**src/rtl/pll_reset_sequencer.sv**
```systemverilog
// rtl/pll_reset_sequencer.sv - PLL lock qualifier producing the 150 MHz domain reset
// Async-assert/sync-deassert reset output, released only after lock is stable for STABLE_CYCLES+HOLD_CYCLES.
module pll_reset_sequencer #(
    parameter int STABLE_CYCLES = 1024,
    parameter int HOLD_CYCLES   = 16,
    parameter int LOSS_WIDTH    = 8
) (
    input  logic                  clock,
    input  logic                  reset_n,
    input  logic                  locked,
    output logic                  reset_out_n,
    output logic                  locked_sync,
    output logic [2:0]            state_dbg,
    output logic [LOSS_WIDTH-1:0] lock_loss_count
);

    localparam int MAX_CYCLES = (STABLE_CYCLES > HOLD_CYCLES) ? STABLE_CYCLES : HOLD_CYCLES;
    localparam int CNT_W      = (MAX_CYCLES > 1) ? $clog2(MAX_CYCLES) : 1;
    localparam logic [CNT_W-1:0] STABLE_LAST = CNT_W'(STABLE_CYCLES - 1);
    localparam logic [CNT_W-1:0] HOLD_LAST   = CNT_W'(HOLD_CYCLES - 1);

    typedef enum logic [2:0] {
        ST_RESET     = 3'd0,
        ST_WAIT_LOCK = 3'd1,
        ST_STABILIZE = 3'd2,
        ST_HOLD      = 3'd3,
        ST_RUN       = 3'd4
    } state_e;

    logic rst_meta_q;
    logic rst_sync_q;
    logic rst_sync_n;

    always_ff @(posedge clock or negedge reset_n) begin
        if (!reset_n) begin
            rst_meta_q <= 1'b0;
            rst_sync_q <= 1'b0;
        end else begin
            rst_meta_q <= 1'b1;
            rst_sync_q <= rst_meta_q;
        end
    end

    // Every other flop in the block is reset by the synchronized copy.
    assign rst_sync_n = rst_sync_q;

    logic lock_meta_q;
    logic lock_sync_q;

    always_ff @(posedge clock or negedge rst_sync_n) begin
        if (!rst_sync_n) begin
            lock_meta_q <= 1'b0;
            lock_sync_q <= 1'b0;
        end else begin
            lock_meta_q <= locked;
            lock_sync_q <= lock_meta_q;
        end
    end

    state_e                state_q, state_d;
    logic [CNT_W-1:0]      cnt_q, cnt_d;
    logic [LOSS_WIDTH-1:0] loss_q, loss_d;
    logic                  rst_out_q, rst_out_d;

    always_ff @(posedge clock or negedge rst_sync_n) begin
        if (!rst_sync_n) begin
            state_q   <= ST_RESET;
            cnt_q     <= '0;
            loss_q    <= '0;
            rst_out_q <= 1'b0;
        end else begin
            state_q   <= state_d;
            cnt_q     <= cnt_d;
            loss_q    <= loss_d;
            rst_out_q <= rst_out_d;
        end
    end

    always_comb begin
        state_d   = state_q;
        cnt_d     = cnt_q;
        loss_d    = loss_q;
        rst_out_d = 1'b0;
        case (state_q)
            ST_RESET: begin
                state_d = ST_WAIT_LOCK;
                cnt_d   = '0;
            end
            ST_WAIT_LOCK: begin
                if (lock_sync_q) begin
                    state_d = ST_STABILIZE;
                    cnt_d   = '0;
                end
            end
            ST_STABILIZE: begin
                if (!lock_sync_q) begin
                    state_d = ST_WAIT_LOCK;
                    cnt_d   = '0;
                end else if (cnt_q == STABLE_LAST) begin
                    state_d = ST_HOLD;
                    cnt_d   = '0;
                end else begin
                    cnt_d = cnt_q + 1'b1;
                end
            end
            ST_HOLD: begin
                if (!lock_sync_q) begin
                    state_d = ST_WAIT_LOCK;
                    cnt_d   = '0;
                end else if (cnt_q == HOLD_LAST) begin
                    state_d = ST_RUN;
                    cnt_d   = '0;
                end else begin
                    cnt_d = cnt_q + 1'b1;
                end
            end
            ST_RUN: begin
                if (!lock_sync_q) begin
                    state_d = ST_WAIT_LOCK;
                    cnt_d   = '0;
                    if (loss_q != '1) begin
                        loss_d = loss_q + 1'b1;
                    end
                end
            end
            default: begin
                state_d = ST_RESET;
                cnt_d   = '0;
            end
        endcase
        // Registered from the next state so the output flips on the same edge as the RUN transition.
        rst_out_d = (state_d == ST_RUN);
    end

    assign reset_out_n     = rst_out_q;
    assign locked_sync     = lock_sync_q;
    assign state_dbg       = state_q;
    assign lock_loss_count = loss_q;

endmodule

```
**config.mk**
```make
export PLATFORM = sky130hd
export DESIGN_NAME = pll_reset_sequencer
export DESIGN_NICKNAME = d
export VERILOG_FILES = /design/src/rtl/pll_reset_sequencer.sv
export SDC_FILE = /design/constraint.sdc
export NUM_CORES = 1
export LEC_CHECK = 0
export BUFFER_PORTS_ARGS = -buffer_cell sky130_fd_sc_hd__buf_2
export CAP_MARGIN = 20
export CORE_MARGIN = 2
export CORE_UTILIZATION = 40
export CTS_BUF_LIST = sky130_fd_sc_hd__clkbuf_2
export CTS_CLUSTER_DIAMETER = 40
export DETAILED_ROUTE_END_ITERATION = 10
export SLEW_MARGIN = 10
export SYNTH_ARGS = -nofsm -noshare
export SYNTH_HDL_FRONTEND = slang
export SYNTH_SLANG_ARGS = --single-unit
```
**constraint.sdc**
```tcl
create_clock -name clock -period 0.8 [get_ports clock]
set_input_delay 0.08 -clock clock [delete_from_list [all_inputs] [get_ports clock]]
set_output_delay 0.08 -clock clock [all_outputs]
set_load 0.02 [all_outputs]
```
Word level (Yosys, flattened, before mapping)

Cells that the tools add are included.

Register bits after elaboration: 26
Logic and storage cells: 38
Output and inout bits: 13
Bits of input ports: 3

Add/subtract/negate cells: 2
Reduce and logical (&&, ||, !) cells: 3
Equal/unequal tests: 10
Mux-type cells: 14
Bitwise gates (word level): 1

Operators by type and width:

| kind                    | count |
|---|---|
| $mux W10                | 6 |
| $pmux W10 S4            | 1 |
| $mux W3                 | 6 |
| $pmux W3 S5             | 1 |
| $add A10 B1 Y10 const B | 1 |
| $eq A10 B10 Y1 const B  | 1 |
| $eq A10 B4 Y1 const B   | 1 |
| $add A8 B1 Y8 const B   | 1 |
| $ne A8 B8 Y1 const B    | 1 |
| $eq A3 B2 Y1 const B    | 2 |
| $eq A3 B3 Y1 const B    | 2 |
| $ne A2 B2 Y1 const B    | 2 |
| $eq A3 B1 Y1 const B    | 1 |
| $logic_not A3 Y1        | 1 |
| $reduce_and A3 Y1       | 1 |
| $reduce_and A2 Y1       | 1 |
| $not A1 Y1              | 1 |

Longest topological paths before layout

Word-level depth: 5
Mapped depth: 6

Least setup slack after synthesis

No wires, ideal clock.

Path kind: reg2reg
Start point: register loss_q[0] (netlist: lock_loss_count[0])
End point: register loss_q[3] (netlist: lock_loss_count[3])
Cell stages (with the launch flop): 6
Data arrival time: 1.527 ns
Setup slack: -0.859 ns
Cell sequence: dfrtp_1 > ha_1 > nand2_1 > o31a_4 > and4_4 > xor2_2

Cells in the longest elaborated chain, start to end: 2

Ends and longest elaborated chain:

| element                                                               | RTL line | source |
|---|---|---|
| start: declaration                                                    | 62       | `logic [LOSS_WIDTH-1:0] loss_q, loss_d;` |
| start signal: assignment                                              | 74       | `loss_q <= loss_d;` |
| parallel branches: the longest is 2 deep, another holds $add A8 B1 Y8 | --       |  |

Parallel ways; which one is timed is not known.
A chain may end at the register's enable or synchronous reset.

Worst setup path in the final report

Start point: register state_q[2] (netlist: state_dbg[2])
End point: register cnt_q[5]

Cells in the longest elaborated chain, start to end: 3

Ends and longest elaborated chain:

| element                                      | RTL line | source |
|---|---|---|
| start: declaration                           | 60       | `state_e state_q, state_d;` |
| start signal: assignment                     | 72       | `state_q <= state_d;` |
| $eq A3 B3 Y1 or $eq A3 B1 Y1 (tied branches) | 84       | `case (state_q)` |
| $ne A2 B2 Y1 (no source line)                | --       |  |
| $reduce_and A2 Y1 (no source line)           | --       |  |
| end signal: assignment                       | 73       | `cnt_q <= cnt_d;` |
| end: declaration                             | 61       | `logic [CNT_W-1:0] cnt_q, cnt_d;` |

Several ways; a longest one is shown, not always the timed one.

==> results.json <==
{
  "outcome": "finished with violations",
  "violations": "setup timing",
  "drtAntennaViolNets": 0,
  "syn_inst": 137,
  "initial_utilization_pct": 41.84,
  "r2r_slack_ns": -0.72,
  "grt_pass1_vias": 1339,
  "timing.hold.ws_ns": 0.1847,
  "fin_setup_tns_ns": -18.98,
  "clk_pin_slew_worst_paths_ns": 0.28,
  "cts-root-buf": "clkbuf_2",
  "powerDensity_nw_per_um2": 1154,
  "cts_sinks": 26,
  "finalNetCount": 209,
  "period_needed_ns": 1.519,
  "die_h_um": 63.09,
  "cp.buffers_inverters": 1,
  "fin_area_um2": 2251,
  "ioPinCount": 16,
  "finalPower_mw": 2.598,
  "power_leakage_nw": 0.9882,
  "reg2reg_from": "state_dbg[2]",
  "cpMaxStageDelayCell": "dfrtp_1",
  "cts_buffer_depth": 2,
  "startpoint": "state_dbg[2]",
  "synth_seq_area_share_pct": 46.59,
  "critPathCapture": "cnt_q[5]",
  "wl_per_cell_um": 15.33,
  "post-route-drc-count": 0,
  "clk_latency_ns": 0.38,
  "placed_cell_area_um2": 1808,
  "die_area_um2": 3980,
  "layout-drive-gt1-share_pct": 53.69,
  "ys_warn_count": 0,
  "syn-cell-area_um2": 1396,
  "async_flop_share_pct": 100.0,
  "syn_area_per_cell_um2": 10.19,
  "r2r_end": "cnt_q[5]",
  "grt_overflow": 0,
  "cts_buffers": 3,
  "n_antenna_cell": 0,
  "num_rows": 21,
  "critical_path.max_stage_delay_ns": 0.49,
  "initialDrtViolationCount": 70,
  "grt_max_degree": 25,
  "drt-total-wl_um": 3816,
  "dpl.hpwl_um": 2268,
  "rsz0062_at_grt": "true",
  "crit_type": "reg -> reg",
  "ys.flop_type": "dfrtp_1",
  "synth_cell_type_count": 47,
  "startpoint_type": "register",
  "reg2reg_depth": 5,
  "drv_cap": 0,
  "slew_violations": 0,
  "viasPerCell": 5.253,
  "synth_edf_count": 0,
  "final_hold_viol_count": 0,
  "hp-class": "reg -> async",
  "track_usage_pct": 20.15,
  "synth_nets": 142,
  "critPathCaptureType": "register",
  "vias": 1308,
  "path_cells": "or3b_4 -> a21oi_4 -> buf_12 -> or3_1 -> o22ai_2",
  "drt_first_pass_iters": 4,
  "cts_tree": "yes",
  "die_w_um": 63.09,
  "core_area_um2": 3337,
  "syn_to_final_growth_pct": 61.20,
  "ir_drop_mv": 0.9881,
  "setup_slack_ns": -0.7187,
  "finalSetupViolations": 35,
  "ys_ff_latch": 26,
  "globalplace.congestion": 0.8562,
  "finalCritPeriodShare_pct": 189.8,
  "max_freq_mhz": 658.5,
  "final.fill_count": 265,
  "grt_pass1_wl_um": 6341,
  "cp_num_cells": 5,
  "antenna_found_initial": 0,
  "arrival_ns": 1.79,
  "io_buffers": 15,
  "cp_top_family": "simple AND/OR/NAND/NOR gates",
  "cp_data_required_time_ns": 1.08,
  "worst_clock_skew_ns": 0.02996,
  "cp_max_fo": 12,
  "cts-htree-levels": 1
}
[state kept, by name, summed over array words and instances, names as in the netlist]
| name | flops |
|---|---|
| reset_out_n | 1 |
| cnt_q | 10 |
| rst_sync_n | 1 |
| rst_meta_q | 1 |
| lock_loss_count | 8 |
| state_dbg | 3 |
| locked_sync | 1 |
| lock_meta_q | 1 |
[cells by family (layout without fill, tap and decap cells)]
kind of cell,Yosys count,after routing,share of synthesized area [%]
adders and majority gates,2,2,1.792
muxes,1,1,0.8064
other,1,1,0.2686
DFF,26,26,46.59
xor gates and xnor gates,7,7,4.929
buffers and inverters,11,77,5.017
AOI/OAI and AO/OA,24,24,13.44
and+or+nand+nor,65,65,27.15
[power breakdown]
part,switching (mW),internal (mW)
clock,0.422,0.430
combinational,0.187,0.184
sequential,0.0277,1.35
[per-layer routing]
metal  global-route usage, %  vias to the layer above  share of wire [%]
met5                       0                        -                  0
met4                   5.000                        0                2.6
met3                   2.857                       10                2.0
met2                   35.37                       22                 55
met1                   26.06                      649                 41
li1                        -                      627                  -
[placed cells by master, fill, tap and decap left out, types with 3 or more instances in the layout]
| cell type | count |
|---|---|
| buf_6 | 32 |
| buf_4 | 30 |
| dfrtp_1 | 20 |
| nand2_1 | 15 |
| nor2_1 | 8 |
| nand3_1 | 6 |
| dfrtp_2 | 6 |
| nand4_1 | 5 |
| o21ai_1 | 5 |
| nand3_2 | 4 |
| o21a_1 | 3 |
| nand3b_1 | 3 |
| inv_1 | 3 |
| xnor2_1 | 3 |
| clkbuf_2 | 3 |
| buf_2 | 3 |
| dlygate4sd3_1 | 3 |
[cells in the mapped netlist, types with 2 or more instances]
cell type   n  area share, %
nand4b_1    2            1.3
dfrtp_1    26             47
nor3_1      2           0.72
xnor2_1     5            3.1
o21a_1      3            1.6
ha_1        2            1.8
clkbuf_1    3           0.81
nand3b_1    3            1.6
o21ai_1     2           0.72
buf_6       2            1.6
a21oi_1     2           0.72
buf_2       2           0.72
or3_1       2           0.90
inv_1       3           0.81
and4_1      2            1.3
nand4_1     5            2.2
a21oi_2     2            1.3
nor2_1      8            2.2
a31oi_1     2           0.90
or2_2       2           0.90
nand2_1    16            4.3
o21ai_0     5            1.8
nand3_1    12            4.3
[stage by stage]
| stage | util, % | setup slack, ns | cells |
|---|---|---|---|
| after floorplan | - | -0.7457 | 137 |
| after CTS | 64.27 | -0.6895 | 246 |
| final | 67.45 | -0.7187 | 249 |
| after global routing | 67.45 | -0.7676 | 249 |
| after global placement | 54.18 | -0.6443 | 224 |
| after detailed placement | 54.18 | -0.6882 | 224 |
[worst reg2reg max path, cell delays in order, from the launching register on]
cell	delay, ns
dfrtp_1	0.49
or3b_4	0.42
a21oi_4	0.17
buf_12	0.15
or3_1	0.12
o22ai_2	0.06
[repair_timing]
| action | CTS | global route |
|---|---|---|
| pin swaps | 14 | 13 |
| endpoints found under the hold margin | 3 | 0 |
| endpoints found under the setup margin | 35 | 35 |
| hold buffers | 3 | 0 |
| resized for setup | 42 | 28 |
| gates cloned | 1 | 0 |
| setup buffers | 15 | 12 |
[worst min-delay path by stage]
stage | from | end | slack, ns | cells past startpoint
finish | rst_sync_n | lock_loss_count[4] | 0.18 | 1
global route | rst_sync_n | lock_loss_count[4] | 0.21 | 1
CTS | rst_sync_n | cnt_q[8] | 0.21 | 1
detailed placement | reset_n | rst_meta_q | -0.13 | 1
global placement | reset_n | rst_meta_q | -0.13 | 1
floorplan | reset_n | rst_meta_q | -0.22 | 0
[layout make-up]
| cell class | instances | area [µm²] | area share, % |
|---|---|---|---|
| clock buffer | 3 | 15.01 | 0.6670 |
| clock inverter | 1 | 30.03 | 1.334 |
| inverter | 3 | 11.26 | 0.5003 |
| multi-input combinational | 100 | 808.3 | 35.91 |
| sequential | 26 | 658.1 | 29.24 |
| tap | 46 | 57.56 | 2.557 |
| timing repair buffer | 70 | 670.6 | 29.79 |
(Power assumes the default switching activity.)
